### config.mk
export PLATFORM = sky130hd
export DESIGN_NAME = div_unit
export DESIGN_NICKNAME = d
export VERILOG_FILES = /design/src/rtl/div_pkg.sv /design/src/rtl/divider_unsigned.sv /design/src/rtl/div_unit.sv
export SDC_FILE = /design/constraint.sdc
export NUM_CORES = 2
export LEC_CHECK = 0
export ABC_AREA = 1
export CAP_MARGIN = 10
export CORE_MARGIN = 5
export CORE_UTILIZATION = 50
export CTS_BUF_LIST = sky130_fd_sc_hd__clkbuf_2
export CTS_CLUSTER_SIZE = 30
export DETAILED_ROUTE_END_ITERATION = 7
export GPL_TIMING_DRIVEN = 0
export PLACE_DENSITY = 0.66
export SKIP_LAST_GASP = 1
export SLEW_MARGIN = 30
export SYNTH_ARGS = -nofsm -noshare
export SYNTH_HDL_FRONTEND = slang
export SYNTH_SLANG_ARGS = --single-unit
### constraint.sdc
create_clock -name i_clk -period 318.4 [get_ports i_clk]
set_input_delay 63.68 -clock i_clk [delete_from_list [all_inputs] [get_ports i_clk]]
set_output_delay 63.68 -clock i_clk [all_outputs]
set_load 0.05 [all_outputs]
### src/rtl/div_pkg.sv
// Shared definitions for the RV32M divide unit: op encodings, result constants
// and the operand-stage payload.
package div_pkg;

   localparam int unsigned XLEN      = 32;
   localparam int unsigned DIV_TAG_W = 5;

   typedef enum logic [1:0] {
      OP_DIV  = 2'b00,
      OP_DIVU = 2'b01,
      OP_REM  = 2'b10,
      OP_REMU = 2'b11
   } div_op_e;

   localparam logic [XLEN-1:0] DIV0_Q  = 32'hFFFF_FFFF;
   localparam logic [XLEN-1:0] OVF_Q   = 32'h8000_0000;
   localparam logic [XLEN-1:0] INT_MIN = 32'h8000_0000;
   localparam logic [XLEN-1:0] NEG_ONE = 32'hFFFF_FFFF;

   typedef struct packed {
      logic [XLEN-1:0]      abs_a;
      logic [XLEN-1:0]      abs_b;
      logic [XLEN-1:0]      raw_a;
      div_op_e              op;
      logic [DIV_TAG_W-1:0] tag;
      logic                 div0;
      logic                 ovf;
      logic                 neg_q;
      logic                 neg_r;
   } s1_payload_t;

   function automatic logic is_signed_op(div_op_e op);
      return (op == OP_DIV) || (op == OP_REM);
   endfunction

   function automatic logic is_rem_op(div_op_e op);
      return (op == OP_REM) || (op == OP_REMU);
   endfunction

   // INT_MIN maps to itself, which is its correct unsigned magnitude.
   function automatic logic [XLEN-1:0] abs_val(logic [XLEN-1:0] v);
      return v[XLEN-1] ? -v : v;
   endfunction

endpackage

### src/rtl/divider_unsigned.sv
// Combinational restoring divider: one compare/subtract row per quotient bit.
// Divide by zero yields an all-ones quotient; callers special-case it.
module divider_unsigned
   import div_pkg::*;
(
   input  logic [XLEN-1:0] i_dividend,
   input  logic [XLEN-1:0] i_divisor,
   output logic [XLEN-1:0] o_quotient,
   output logic [XLEN-1:0] o_remainder
);

   logic [XLEN:0]   partial;
   logic [XLEN-1:0] quo;

   always_comb begin
      partial = '0;
      quo     = '0;
      for (int i = XLEN - 1; i >= 0; i--) begin
         partial = {partial[XLEN-1:0], i_dividend[i]};
         if (partial >= {1'b0, i_divisor}) begin
            partial = partial - {1'b0, i_divisor};
            quo[i]  = 1'b1;
         end
      end
      o_quotient  = quo;
      o_remainder = partial[XLEN-1:0];
   end

endmodule

### src/rtl/div_unit.sv
// RV32M DIV/DIVU/REM/REMU unit: operand register, combinational divider,
// sign-fixing result register, valid/ready on both sides.
module div_unit
   import div_pkg::*;
#(
   // Must equal DIV_TAG_W, which sizes the tag field of the S1 payload.
   parameter int unsigned TAG_W = DIV_TAG_W
) (
   input  logic             i_clk,
   input  logic             i_rst_n,
   input  logic             i_valid,
   output logic             o_ready,
   input  logic [1:0]       i_op,
   input  logic [31:0]      i_rs1,
   input  logic [31:0]      i_rs2,
   input  logic [TAG_W-1:0] i_tag,
   input  logic             i_flush,
   output logic             o_valid,
   input  logic             i_ready,
   output logic [31:0]      o_result,
   output logic [TAG_W-1:0] o_tag,
   output logic             o_busy
);

   logic        s1_valid;
   logic        s2_valid;
   logic        s1_adv;
   logic        s2_adv;
   logic        accept;
   s1_payload_t s1_d;
   s1_payload_t s1_q;
   logic [XLEN-1:0] quo;
   logic [XLEN-1:0] rem;
   logic [XLEN-1:0] q_fix;
   logic [XLEN-1:0] r_fix;
   logic [XLEN-1:0] result_d;

   assign s2_adv  = !s2_valid | i_ready;
   assign s1_adv  = !s1_valid | s2_adv;
   assign o_ready = s1_adv;
   assign accept  = i_valid & o_ready;
   assign o_valid = s2_valid;
   assign o_busy  = s1_valid | s2_valid;

   always_comb begin
      logic sgn;
      sgn        = is_signed_op(div_op_e'(i_op));
      s1_d       = '0;
      s1_d.abs_a = sgn ? abs_val(i_rs1) : i_rs1;
      s1_d.abs_b = sgn ? abs_val(i_rs2) : i_rs2;
      s1_d.raw_a = i_rs1;
      s1_d.op    = div_op_e'(i_op);
      s1_d.tag   = i_tag;
      s1_d.div0  = (i_rs2 == '0);
      s1_d.ovf   = sgn & (i_rs1 == INT_MIN) & (i_rs2 == NEG_ONE);
      s1_d.neg_q = sgn & (i_rs1[XLEN-1] ^ i_rs2[XLEN-1]);
      s1_d.neg_r = sgn & i_rs1[XLEN-1];
   end

   always_ff @(posedge i_clk or negedge i_rst_n) begin
      if (!i_rst_n) begin
         s1_valid <= 1'b0;
         s1_q     <= '0;
      end else if (i_flush) begin
         s1_valid <= 1'b0;
      end else if (s1_adv) begin
         s1_valid <= accept;
         if (accept) begin
            s1_q <= s1_d;
         end
      end
   end

   divider_unsigned u_divider (
      .i_dividend  (s1_q.abs_a),
      .i_divisor   (s1_q.abs_b),
      .o_quotient  (quo),
      .o_remainder (rem)
   );

   // Special cases override the array output; div0 wins over ovf.
   always_comb begin
      q_fix = s1_q.neg_q ? -quo : quo;
      r_fix = s1_q.neg_r ? -rem : rem;
      if (s1_q.div0) begin
         result_d = is_rem_op(s1_q.op) ? s1_q.raw_a : DIV0_Q;
      end else if (s1_q.ovf) begin
         result_d = is_rem_op(s1_q.op) ? '0 : OVF_Q;
      end else begin
         result_d = is_rem_op(s1_q.op) ? r_fix : q_fix;
      end
   end

   always_ff @(posedge i_clk or negedge i_rst_n) begin
      if (!i_rst_n) begin
         s2_valid <= 1'b0;
         o_result <= '0;
         o_tag    <= '0;
      end else if (i_flush) begin
         s2_valid <= 1'b0;
      end else if (s2_adv) begin
         s2_valid <= s1_valid;
         if (s1_valid) begin
            o_result <= result_d;
            o_tag    <= s1_q.tag;
         end
      end
   end

endmodule
==> run_results.csv <==
group,metric,value,unit
die,core_region_area,130000,um^2
route,route.vias.total,75525,
sta,finalSetupTns,0,ns
sta,final-hold-violation-count,0,
sta,min_period,160.08,ns
cts,post_cts.resized_instances,0,
setup_path,crit_path_end_kind,"flip-flop",
cells_and_area,nNetsFinal,12150,
yosys,post_synthesis_instance_total,10875,
yosys,synth.cell_area,65500,um^2
cts,tritoncts,"done",
setup_path,slowest_cell_on_the_critical_path,"dfrtp_4",
global_routing,grt.overflow.total,0,
sta,holdWs,0.493,ns
yosys,muxShareOfSynthArea,0.0459,%
setup_path,timing.critical_path.from_type,"flip-flop",
die,fp.dieW,372,um
cts,ctsHoldBuffers,0,
route,routed_wire_length,271000,um
cts,insertion_delay_of_the_later_clocked_pin_in_the_worst_skew_pair,1.14,ns
setup_path,cp.required,319.40,ns
cts,postCtsSetupBuffers,0,
die,initial_utilization,50.4,%
setup_path,path_max_fanout,18,
yosys,synth_flop_cell,"dfrtp_1",
route,detail-route-antenna-nets,0,
placement,io_buffer_count,115,
route,drc,0,
setup_path,critical_path_arrival,161.08,ns
sta,clock-skew-final,0.0950,ns
yosys,synth-simple-area-share,29.3,%
cts,numClockSinks,144,
yosys,async_flop_share,100,%
yosys,yosys_warning_total,0,
global_routing,grt_start_max_net_pins,76,
cells_and_area,syn_to_final_growth,6.86,%
setup_path,category_of_the_critical_setup_timing_path,"flip-flop to flip-flop",
sta,relSlewSlack,21.0,%
yosys,yosysSeqAreaShare,5.50,%
sta,timing.fmax,6.25,MHz
sta,setup-violations-final,0,
cells_and_area,share_of_layout_cells_above_drive_strength_1,4.21,%
die,floorplan.die_area,138000,um^2
status,status,"finished clean",
die,std_cell_rows,132,
yosys,post_synth_fa_ha_maj_area_fraction,20.0,%
cts,cts_inserted_buffers,17,
sta,slew_viol_final,0,
cts,cts.path.max_buffers,2,
yosys,synth_top_cell_area_share,19.1,%
yosys,mappedNetlistNets,11981,
placement,routabilityCongestion,1.02,
sta,grt_setup_unrepaired,"false",
yosys,synth.distinct_cells,73,
global_routing,vias_in_the_first_global_route,68607,
yosys,synth_xor_area_share,12.4,%
worst_hold_path,hold_class,"flip-flop to flip-flop",
flow_run,cap_viol_max_count,0,
die,num_io_pins,116,
global_routing,grt_pass1_wl,403000,um
yosys,synth.top_cells.by_area,"ha_1 19%, nand2_1 16%, o21ai_0 8.5%, a21oi_1 8.1%, inv_1 7.7%",
global_routing,grt_util_all_layers,37.4,%
placement,hpwl,223000,um
placement,numPlacedInstances,12766,
cts,path_clk_slew,0.30,ns
yosys,synth-seq-cells,144,
yosys,synth_enable_flop_cells,0,
global_routing,grt_antenna_before_repair,10,
yosys,synth_top_family_by_area,"simple AND/OR/NAND/NOR gates",
die,die_height,372,um
setup_path,critical-path-max-stage-delay,0.88,ns
yosys,post-synth-top-area-cell,"ha_1",
yosys,yosysMostFrequentCell,"nand2_1",
route,drt_pre_antenna_iters,6,
route,wl_per_cell,21.1,um
route,drt_iter0_markers,7857,
sta,timing_worst_slew_pin_value,1.19,ns
sta,min_period_over_period,50.3,%
route,via_to_cell_ratio,5.90,
yosys,synth_compound_gate_area_share,22.7,%
cells_and_area,layoutNonFillerInstCount,12804,
cts,root_buffer,"clkbuf_2",
cts,htree_levels,4,
setup_path,cp_common_cell,"nand2_1",
yosys,netlist_top_cells_count,"2,842 x nand2_1, 1,336 x inv_1, 1,114 x o21ai_0",
yosys,syn-mean-instance-area,6.02,um^2
[worst max-delay path, delay by kind of cell, from the launching register on]
family	cells	cell delay, ns
buffers and inverters	123	28.60
xor gates and xnor gates	1	0.18
DFF	1	0.88
AOI/OAI and AO/OA	366	72.74
adders and majority gates	31	11.59
and+or+nand+nor	352	36.48
[state kept, by name, indices dropped and copies added (netlist names)]
register,cells
o_result,32
o_tag,5
o_valid,1
s1_q,105
s1_valid,1
[cell type report]
type | instances | area [um^2]
inverter | 1375 | 5250
clock inverter | 15 | 195
buffer | 238 | 1400
tap | 1742 | 2180
multi-input combinational | 9118 | 55300
timing repair buffer | 150 | 1920
antenna | 5 | 12.5
fill | 13679 | 59900
clock buffer | 17 | 85.1
sequential | 144 | 3610
[path summary, 6_finish.rpt]
path	startpoint	to	slack, ns	cells after the start
setup reg to reg	s1_q[44]	o_result[28]	158.32	927
setup / recovery	s1_q[44]	o_result[28]	158.32	873
hold / removal	s1_q[5]	o_tag[1]	0.49	2
max in group asynchronous	i_rst_n	s1_q[43]	254.94	2
min in group asynchronous	i_rst_n	s1_q[17]	62.47	1
hold reg to reg	s1_q[5]	o_tag[1]	0.49	2
[per-stage QoR]
stage | utilization (%) | area (um^2) | worst slack (ns)
global placement | 53.0 | 68800 | 158.47
global route | 53.9 | 69900 | 144.34
floorplan | - | 65500 | 190.61
finish | 53.9 | 69900 | 158.32
detailed placement | 53.6 | 69600 | 162.64
CTS | 53.9 | 69900 | 162.02
[logic make-up (layout without fill, tap and decap cells)]
group                    count (synthesis)  in the layout
AO/OA/AOI/OAI                         2710           2710
XOR/XNOR                               924            924
adder cells (fa/ha/maj)               1030           1030
buffers and inverters                 1613           1795
flip-flops                             144            144
multiplexers                             3              3
other                                    0              5
AND/OR/NAND/NOR                       4451           4451
[layer usage]
metal,share of wire (%),GRT usage (%)
met5,0,0
met4,4.0,12.6
met3,9.3,5.71
met2,42,58.7
met1,44,52.2
[cells in the final DEF (no fill, tap or decap), types with 33 or more instances in the layout]
cell and n:
nor4_1 57, ha_1 999, nor2_2 57, or2_2 38
nand2_2 41, nand4_1 107, dfrtp_1 142, inv_1 1309
buf_6 33, xor2_1 465, o21ai_0 1114, a21o_1 49
clkdlybuf4s50_1 114, o21bai_1 88, nand2_1 2842, o211ai_1 38
a221o_1 60, nor3_1 81, clkbuf_1 135, xnor2_1 459
a31oi_1 71, nor2_1 535, a21oi_1 1058, o21ai_1 74
a21boi_0 52, nand3_1 573
Power is left out: the tool's default activity adds up to more than one toggle a clock period on the data nets, which glitch-free logic cannot reach.
